File: config.mk
export PLATFORM = sky130hd
export DESIGN_NAME = rice_core_lsu
export DESIGN_NICKNAME = d
export VERILOG_FILES = /design/src/rtl/rice_core_pkg.sv /design/src/rtl/rice_core_lsu_data_align.sv /design/src/rtl/rice_core_lsu.sv
export SDC_FILE = /design/constraint.sdc
export NUM_CORES = 1
export LEC_CHECK = 0
export CORE_MARGIN = 4
export CORE_UTILIZATION = 42
export DETAILED_ROUTE_END_ITERATION = 10
export HOLD_SLACK_MARGIN = 0.06
export PLACE_DENSITY = 0.87
export SLEW_MARGIN = 20
export SYNTH_ARGS = -nofsm -noshare
export SYNTH_HDL_FRONTEND = slang
export SYNTH_SLANG_ARGS = --single-unit
File: constraint.sdc
create_clock -name i_clk -period 2 [get_ports i_clk]
set_input_delay 0.4 -clock i_clk [delete_from_list [all_inputs] [get_ports i_clk]]
set_output_delay 0.4 -clock i_clk [all_outputs]
set_load 0.005 [all_outputs]
File: src/rtl/rice_core_pkg.sv
// Shared types for the rice core load/store path: access encoding, exceptions, LSU states.
package rice_core_pkg;

  typedef enum logic [1:0] {
    ACCESS_NONE  = 2'b00,
    ACCESS_LOAD  = 2'b01,
    ACCESS_STORE = 2'b10
  } rice_core_access_type;

  // Mode encoding matches the RISC-V funct3 field of loads/stores.
  typedef enum logic [2:0] {
    MODE_B  = 3'b000,
    MODE_H  = 3'b001,
    MODE_W  = 3'b010,
    MODE_D  = 3'b011,
    MODE_BU = 3'b100,
    MODE_HU = 3'b101,
    MODE_WU = 3'b110
  } rice_core_access_mode;

  typedef struct packed {
    rice_core_access_type access_type;
    rice_core_access_mode access_mode;
  } rice_core_memory_access;

  typedef enum logic [2:0] {
    EXCEPTION_NONE               = 3'd0,
    EXCEPTION_LOAD_MISALIGNED    = 3'd1,
    EXCEPTION_LOAD_ACCESS_FAULT  = 3'd2,
    EXCEPTION_STORE_MISALIGNED   = 3'd3,
    EXCEPTION_STORE_ACCESS_FAULT = 3'd4
  } rice_core_exception;

  typedef enum logic [1:0] {
    LSU_IDLE     = 2'd0,
    LSU_REQUEST  = 2'd1,
    LSU_RESPONSE = 2'd2
  } rice_core_lsu_state;

  // Access size in bytes; 0 flags an unencoded mode.
  function automatic logic [3:0] get_access_size(input logic [2:0] mode);
    case (mode)
      MODE_B, MODE_BU: return 4'd1;
      MODE_H, MODE_HU: return 4'd2;
      MODE_W, MODE_WU: return 4'd4;
      MODE_D:          return 4'd8;
      default:         return 4'd0;
    endcase
  endfunction

endpackage

File: src/rtl/rice_core_lsu_data_align.sv
// Combinational lane steering for the LSU: byte strobes, store data shift and load
// data shift plus sign/zero extension.
module rice_core_lsu_data_align
  import rice_core_pkg::*;
#(
  parameter int XLEN = 32
) (
  input  logic [2:0]                  i_mode,
  input  logic [$clog2(XLEN/8)-1:0]   i_offset,
  input  logic [XLEN-1:0]             i_store_data,
  input  logic [XLEN-1:0]             i_read_data,
  output logic [XLEN/8-1:0]           o_strobe,
  output logic [XLEN-1:0]             o_write_data,
  output logic [XLEN-1:0]             o_load_data
);

  localparam int STRB_W = XLEN / 8;
  localparam int OFF_W  = $clog2(STRB_W);

  logic [3:0]         size;
  logic [STRB_W-1:0]  mask;
  logic [OFF_W+2:0]   bit_shift;
  logic [XLEN-1:0]    shifted;

  always_comb begin
    size = get_access_size(i_mode);
    mask = '0;
    for (int i = 0; i < STRB_W; i++) begin
      mask[i] = (i < int'(size));
    end
    bit_shift    = {i_offset, 3'b000};
    o_strobe     = mask << i_offset;
    o_write_data = i_store_data << bit_shift;
    shifted      = i_read_data >> bit_shift;
  end

  // Sized casts of signed slices sign-extend; unsigned slices zero-extend.
  always_comb begin
    case (i_mode)
      MODE_B:  o_load_data = XLEN'($signed(shifted[7:0]));
      MODE_H:  o_load_data = XLEN'($signed(shifted[15:0]));
      MODE_W:  o_load_data = XLEN'($signed(shifted[31:0]));
      MODE_BU: o_load_data = XLEN'(shifted[7:0]);
      MODE_HU: o_load_data = XLEN'(shifted[15:0]);
      MODE_WU: o_load_data = XLEN'(shifted[31:0]);
      default: o_load_data = shifted;
    endcase
  end

endmodule

File: src/rtl/rice_core_lsu.sv
// Rice core load/store unit: one op at a time over a request/response data bus.
// state    | meaning
// IDLE     | ready for a new op; also the cycle carrying the result pulse
// REQUEST  | bus request held with stable payload until i_bus_ready
// RESPONSE | waiting for the bus response; flushed_q suppresses the result
module rice_core_lsu
  import rice_core_pkg::*;
#(
  parameter int XLEN          = 32,
  parameter int ADDRESS_WIDTH = 32
) (
  input  logic                      i_clk,
  input  logic                      i_rst_n,
  input  logic                      i_valid,
  output logic                      o_ready,
  input  logic [4:0]                i_access,
  input  logic [XLEN-1:0]           i_address,
  input  logic [XLEN-1:0]           i_store_data,
  input  logic [4:0]                i_rd,
  input  logic                      i_flush,
  output logic                      o_bus_request,
  input  logic                      i_bus_ready,
  output logic                      o_bus_write,
  output logic [ADDRESS_WIDTH-1:0]  o_bus_address,
  output logic [XLEN/8-1:0]         o_bus_strobe,
  output logic [XLEN-1:0]           o_bus_write_data,
  input  logic                      i_bus_response_valid,
  input  logic [XLEN-1:0]           i_bus_read_data,
  input  logic                      i_bus_error,
  output logic                      o_result_valid,
  output logic                      o_result_write,
  output logic [4:0]                o_result_rd,
  output logic [XLEN-1:0]           o_result_data,
  output logic [2:0]                o_exception
);

  localparam int STRB_W = XLEN / 8;
  localparam int OFF_W  = $clog2(STRB_W);

  rice_core_lsu_state      state_q, state_d;
  rice_core_memory_access  access_in, access_q, access_d;
  logic [ADDRESS_WIDTH-1:0] address_q, address_d;
  logic [XLEN-1:0]         store_data_q, store_data_d;
  logic [4:0]              rd_q, rd_d;
  logic                    flushed_q, flushed_d;
  logic                    result_valid_q, result_valid_d;
  logic                    result_write_q, result_write_d;
  logic [4:0]              result_rd_q, result_rd_d;
  logic [XLEN-1:0]         result_data_q, result_data_d;
  rice_core_exception      exception_q, exception_d;

  logic [3:0]              size_in;
  logic                    misaligned_in;
  logic                    store_in;
  logic                    store_q;
  logic [STRB_W-1:0]       strobe;
  logic [XLEN-1:0]         write_data;
  logic [XLEN-1:0]         load_data;

  assign access_in = i_access;
  assign store_in  = (access_in.access_type == ACCESS_STORE);
  assign store_q   = (access_q.access_type == ACCESS_STORE);

  // Size-1 on the low three bits gives the offset mask; an 8-byte access yields 3'b111.
  always_comb begin
    size_in       = get_access_size(access_in.access_mode);
    misaligned_in = (size_in == 4'd0)
                 || ((XLEN == 32) && ((size_in == 4'd8) || (access_in.access_mode == MODE_WU)))
                 || ((i_address[2:0] & (size_in[2:0] - 3'd1)) != 3'd0);
  end

  rice_core_lsu_data_align #(.XLEN(XLEN)) u_data_align (
    .i_mode       (access_q.access_mode),
    .i_offset     (address_q[OFF_W-1:0]),
    .i_store_data (store_data_q),
    .i_read_data  (i_bus_read_data),
    .o_strobe     (strobe),
    .o_write_data (write_data),
    .o_load_data  (load_data)
  );

  always_comb begin
    state_d        = state_q;
    access_d       = access_q;
    address_d      = address_q;
    store_data_d   = store_data_q;
    rd_d           = rd_q;
    flushed_d      = flushed_q;
    result_valid_d = 1'b0;
    result_write_d = 1'b0;
    result_rd_d    = '0;
    result_data_d  = '0;
    exception_d    = EXCEPTION_NONE;

    case (state_q)
      LSU_IDLE: begin
        if (i_valid && (access_in.access_type != ACCESS_NONE) && !i_flush) begin
          access_d     = access_in;
          address_d    = i_address[ADDRESS_WIDTH-1:0];
          store_data_d = i_store_data;
          rd_d         = i_rd;
          flushed_d    = 1'b0;
          if (misaligned_in) begin
            result_valid_d = 1'b1;
            result_rd_d    = i_rd;
            exception_d    = store_in ? EXCEPTION_STORE_MISALIGNED : EXCEPTION_LOAD_MISALIGNED;
          end else begin
            state_d = LSU_REQUEST;
          end
        end
      end

      // Once the bus has taken the request a response is owed, so a flush on the
      // accept cycle only marks the op instead of abandoning it.
      LSU_REQUEST: begin
        if (i_bus_ready) begin
          state_d   = LSU_RESPONSE;
          flushed_d = i_flush;
        end else if (i_flush) begin
          state_d = LSU_IDLE;
        end
      end

      LSU_RESPONSE: begin
        if (i_bus_response_valid) begin
          state_d = LSU_IDLE;
          if (!(flushed_q || i_flush)) begin
            result_valid_d = 1'b1;
            result_rd_d    = rd_q;
            if (i_bus_error) begin
              exception_d = store_q ? EXCEPTION_STORE_ACCESS_FAULT : EXCEPTION_LOAD_ACCESS_FAULT;
            end else if (!store_q) begin
              result_write_d = (rd_q != 5'd0);
              result_data_d  = load_data;
            end
          end
        end else if (i_flush) begin
          flushed_d = 1'b1;
        end
      end

      default: state_d = LSU_IDLE;
    endcase
  end

  always_ff @(posedge i_clk or negedge i_rst_n) begin
    if (!i_rst_n) begin
      state_q        <= LSU_IDLE;
      access_q       <= '0;
      address_q      <= '0;
      store_data_q   <= '0;
      rd_q           <= '0;
      flushed_q      <= 1'b0;
      result_valid_q <= 1'b0;
      result_write_q <= 1'b0;
      result_rd_q    <= '0;
      result_data_q  <= '0;
      exception_q    <= EXCEPTION_NONE;
    end else begin
      state_q        <= state_d;
      access_q       <= access_d;
      address_q      <= address_d;
      store_data_q   <= store_data_d;
      rd_q           <= rd_d;
      flushed_q      <= flushed_d;
      result_valid_q <= result_valid_d;
      result_write_q <= result_write_d;
      result_rd_q    <= result_rd_d;
      result_data_q  <= result_data_d;
      exception_q    <= exception_d;
    end
  end

  assign o_ready          = (state_q == LSU_IDLE);
  assign o_bus_request    = (state_q == LSU_REQUEST);
  assign o_bus_write      = o_bus_request && store_q;
  assign o_bus_address    = o_bus_request ? {address_q[ADDRESS_WIDTH-1:OFF_W], {OFF_W{1'b0}}} : '0;
  assign o_bus_strobe     = o_bus_request ? strobe : '0;
  assign o_bus_write_data = o_bus_request ? write_data : '0;
  assign o_result_valid   = result_valid_q;
  assign o_result_write   = result_write_q;
  assign o_result_rd      = result_rd_q;
  assign o_result_data    = result_data_q;
  assign o_exception      = exception_q;

endmodule

==> metrics.log, run 1 <==
INFO  metric grt_use_met1 = 0.2644
INFO  metric timing.final.ws_setup = -201.9 ps
INFO  metric worstHoldPathType = primary input to flop
INFO  metric ys_seq_area_frac = 0.5133
INFO  metric grt_antenna_before_repair = 1
INFO  metric sequential_power_share = 0.286
INFO  metric global_routing_usage_on_met2 = 0.4025
INFO  metric critical_path_class = flop to output pin
INFO  metric netlist_top_cells_area = sky130_fd_sc_hd__dfrtp_1 (51%), sky130_fd_sc_hd__mux2_2 (16%), sky130_fd_sc_hd__mux2i_1 (6.0%)
INFO  metric internal_power = 9.082 mW
INFO  metric diodes = 0
INFO  metric final_net_count = between 900 and 1,000
INFO  metric synthFlopType = sky130_fd_sc_hd__dfrtp_1
INFO  metric die_h = 125.5 um
INFO  metric cts_tree = built
INFO  metric clk_root_buffer_cell = sky130_fd_sc_hd__clkbuf_16
INFO  metric htree_num_levels = 4
INFO  metric totalWireLength = slightly below 20 mm
INFO  metric timing.critical_path.arrival = 1800 ps
INFO  metric dieArea = 0.01576 mm2
INFO  metric total_power = ~14 mW
INFO  metric global_route.peak_usage_layer = met2
INFO  metric syn_area_per_cell = approximately 11 um2
INFO  metric post-route-min-period = about 2200 ps
INFO  metric synth_largest_type_area_fraction = 0.5133
INFO  metric synth_enable_flop_cells = 0
INFO  metric detail_route.vias_per_cell = 5.226
INFO  metric number_of_global_route_vias_before_repair = 5,627
INFO  metric numCtsBuffers = 17
INFO  metric netSwitchingPower = 4.532 mW
INFO  metric route.detailed.drc = 0
INFO  metric drt_first_pass_iters = 4
INFO  metric hp-start = i_access[0]
INFO  metric cp_data_required_time = 1600 ps
INFO  metric core-area = ~0.013 mm2
INFO  metric total_leakage_power = between 4 and 5 nW
INFO  metric clock_path_buffers = 2
INFO  metric grt_pass1_wl = roughly 29 mm
INFO  metric final_core_util = 0.7457
INFO  metric post-synth-top-area-cell = sky130_fd_sc_hd__dfrtp_1
INFO  metric top_level_ports = 226
INFO  metric worst-slew-pin-transition = 576.2 ps
INFO  metric report.final.hold_viol_count = 0
INFO  metric drv.max_cap_violation_count = 0
INFO  metric fp-row-count = 42
INFO  metric final_design_area_no_fill = between 0.009 and 0.01 mm2
INFO  metric final.setup_skew = 11.94 ps
INFO  metric setup.worst_path.start = address_q[0]$_DFFE_PN0P_
INFO  metric synthToLayoutAreaGrowth = 72.22%
INFO  metric combinationalPowerShare = 0.505
INFO  metric number_of_violations_reported_at_the_end_of_detailed_routing_iteration_0 = between 200 and 300
INFO  metric violations = setup timing
INFO  metric status = finished with violations
INFO  metric critical_path.startpoint_type = flop
INFO  metric globalRouteMet3Util = 0.05714
INFO  metric yosysWarningCount = 0
INFO  metric initial_utilization = 0.4330
INFO  metric power.share.switching = 0.3329
INFO  metric timing.final.setup_violations = 60
INFO  metric synth_async_sr_flop_share = 1.000
INFO  metric pre_cts_ws = -401.7 ps
INFO  metric cts.reportedPaths.clkPinSlew = 50 ps
INFO  metric crit-reg2reg-launch = state_q[1]$_DFFE_PN0P_
INFO  metric num-fill-cells = 854
INFO  metric grt_start_max_net_pins = 49
INFO  metric tcrit_tclk_final = 1.101
INFO  metric fp.dieW = approximately 130 um
INFO  metric route.detailed.wl_per_inst = 19.53 um
INFO  metric clock-sinks = 119
INFO  metric maxSlewHeadroom = 0.6158
INFO  metric place_congestion = 0.7968
INFO  metric route.vias.total = between 5,000 and 6,000
INFO  metric ys_seq_elements = 119
INFO  metric place_area = 0.008491 mm2
INFO  metric grt_usage = 0.2272
INFO  metric syn-instance-count = between 500 and 600
INFO  metric timing.critical_path.to_type = output pin
INFO  metric clk_latency = roughly 400 ps
INFO  metric power.density_cell_area = 1362 mW/mm2
INFO  metric post-dp-hpwl = 12.48 mm
INFO  metric slew_viol_final = 0
INFO  metric maxClockFrequency = 0.4541 GHz
INFO  metric rsz0062_at_grt = yes
INFO  metric global_route.overflow_total = 0
INFO  metric clkPwrFrac = 0.209
INFO  metric synth_cell_types = 39
INFO  metric setup-tns-final = -5282 ps
INFO  metric final_layout_size_suffix_gt1_frac = 0.4322
INFO  metric drtAntennaViolNets = 0
INFO  metric timing.critical_path.fanout_max = 6
INFO  metric synth.cell_area = 0.005802 mm2
INFO  metric vdd_drop_max = 0.0008567 V
INFO  metric port_buffers = roughly 220
==> sequential cells by signal, indices dropped and copies added (netlist names) <==
register / cells
o_result_write: 1
state_q: 2
access_q: 5
o_exception: 3
store_data_q: 32
address_q: 32
flushed_q: 1
o_result_rd: 5
o_result_data: 32
rd_q: 5
o_result_valid: 1
==> worst max-delay path: stages, from the launching register on <==
cell and delay, ps:
sky130_fd_sc_hd__dfrtp_2 480, sky130_fd_sc_hd__buf_12 170, sky130_fd_sc_hd__buf_6 110, sky130_fd_sc_hd__mux2_4 290, sky130_fd_sc_hd__o211a_1 220, sky130_fd_sc_hd__buf_2 120
==> through the flow <==
stage / hold WS, ps / instances
finish: 409.2 / 995
global route: 439.6 / 995
CTS: 503.8 / 985
detailed placement: 427.9 / 917
global placement: 415.5 / 917
floorplan: 104.4 / 512
==> cells by family after synthesis <==
family | share of synthesized area
flip-flops | 0.5133
buffers and inverters | 0.03429
AO/OA/AOI/OAI | 0.09144
AND/OR/NAND/NOR | 0.1303
multiplexers | 0.2215
adder cells (fa/ha/maj) | 0.008627
other | 0.0006463
==> worst paths after layout <==
| check | end | slack [ps] | depth (start not counted) |
|---|---|---|---|
| min reg2reg | address_q[14]$_DFFE_PN0P_ | 500 | 1 |
| max reg2reg | address_q[20]$_DFFE_PN0P_ | 30 | 9 |
| min in group asynchronous | rd_q[1]$_DFFE_PN0P_ | 540 | 2 |
| min | access_q[0]$_DFFE_PN0P_ | 410 | 3 |
| max in group asynchronous | address_q[1]$_DFFE_PN0P_ | 810 | 3 |
| max | o_bus_write_data[24] | -200 | 5 |
==> layout make-up <==
type | instances | area, um2 | share of cell area
clock buffers | 23 | 478.0 | 0.04783
clock inverters | 8 | 73.82 | 0.007388
inverters | 11 | 41.29 | 0.004132
multi-input cells | 347 | 3025 | 0.3028
flip-flops and latches | 119 | 2980 | 0.2983
well taps | 176 | 220.2 | 0.02204
repair buffers | 311 | 3173 | 0.3176
==> power groups by stage <==
stage	sequential [mW]	clock [mW]	combinational (mW)
2_1_floorplan	3.60	0	2.80
3_3_place_gp	3.73	0	4.65
3_5_place_dp	3.80	0	4.80
4_1_cts	3.83	2.87	6.02
5_1_grt	3.99	2.99	7.32
6_report	3.90	2.84	6.87
==> placed cells by master, fill, tap and decap left out, drive strengths merged, types with 13 or more instances in the layout <==
| cell | instances |
|---|---|
| nor2 | 16 |
| a21oi | 13 |
| a211oi | 16 |
| nand2 | 50 |
| buf | 145 |
| clkdlybuf4s50 | 152 |
| o21ai | 25 |
| mux2 | 83 |
| mux2i | 35 |
| and2 | 47 |
| dfrtp | 119 |
| clkbuf | 33 |
==> layer usage <==
metal	vias up	routed length, um
li1	2372	-
met1	2560	7482
met2	220	10240
met3	46	1185
met4	2	511
met5	-	11
==> repair_timing <==
action / CTS / global route
hold buffers: 1 / 0
setup endpoints to repair: 69 / 111
pin swaps: 16 / 19
endpoints found under the hold margin: 39 / 0
cloned: 4 / 5
buffers inserted: 32 / 10
gates resized for setup: 357 / 101
==> synthesized netlist by cell type, types with 2 or more instances <==
library cell / n
sky130_fd_sc_hd__ha_1: 4
sky130_fd_sc_hd__and2_1: 47
sky130_fd_sc_hd__o22ai_1: 2
sky130_fd_sc_hd__a21oi_1: 12
sky130_fd_sc_hd__buf_4: 3
sky130_fd_sc_hd__a32o_1: 5
sky130_fd_sc_hd__nor3_1: 5
sky130_fd_sc_hd__nand2b_1: 7
sky130_fd_sc_hd__clkbuf_1: 18
sky130_fd_sc_hd__inv_1: 11
sky130_fd_sc_hd__nand2_1: 50
sky130_fd_sc_hd__o211ai_1: 2
sky130_fd_sc_hd__dfrtp_1: 119
sky130_fd_sc_hd__mux2i_1: 35
sky130_fd_sc_hd__buf_2: 12
sky130_fd_sc_hd__or2_2: 2
sky130_fd_sc_hd__nor2b_1: 11
sky130_fd_sc_hd__a211oi_1: 16
sky130_fd_sc_hd__buf_1: 2
sky130_fd_sc_hd__o211a_1: 8
sky130_fd_sc_hd__o21ai_0: 25
sky130_fd_sc_hd__nor2_1: 16
sky130_fd_sc_hd__mux2_2: 83
Power figures use the tool's default switching activity.
==> inputs of run 2 (changes only) <==
GPL_ROUTABILITY_DRIVEN = 0   (was unset)
HOLD_SLACK_MARGIN = unset   (was 0.06)
==> results of run 2 <==
Same layout as run 1: the final DEF is identical, and so are final timing and power.
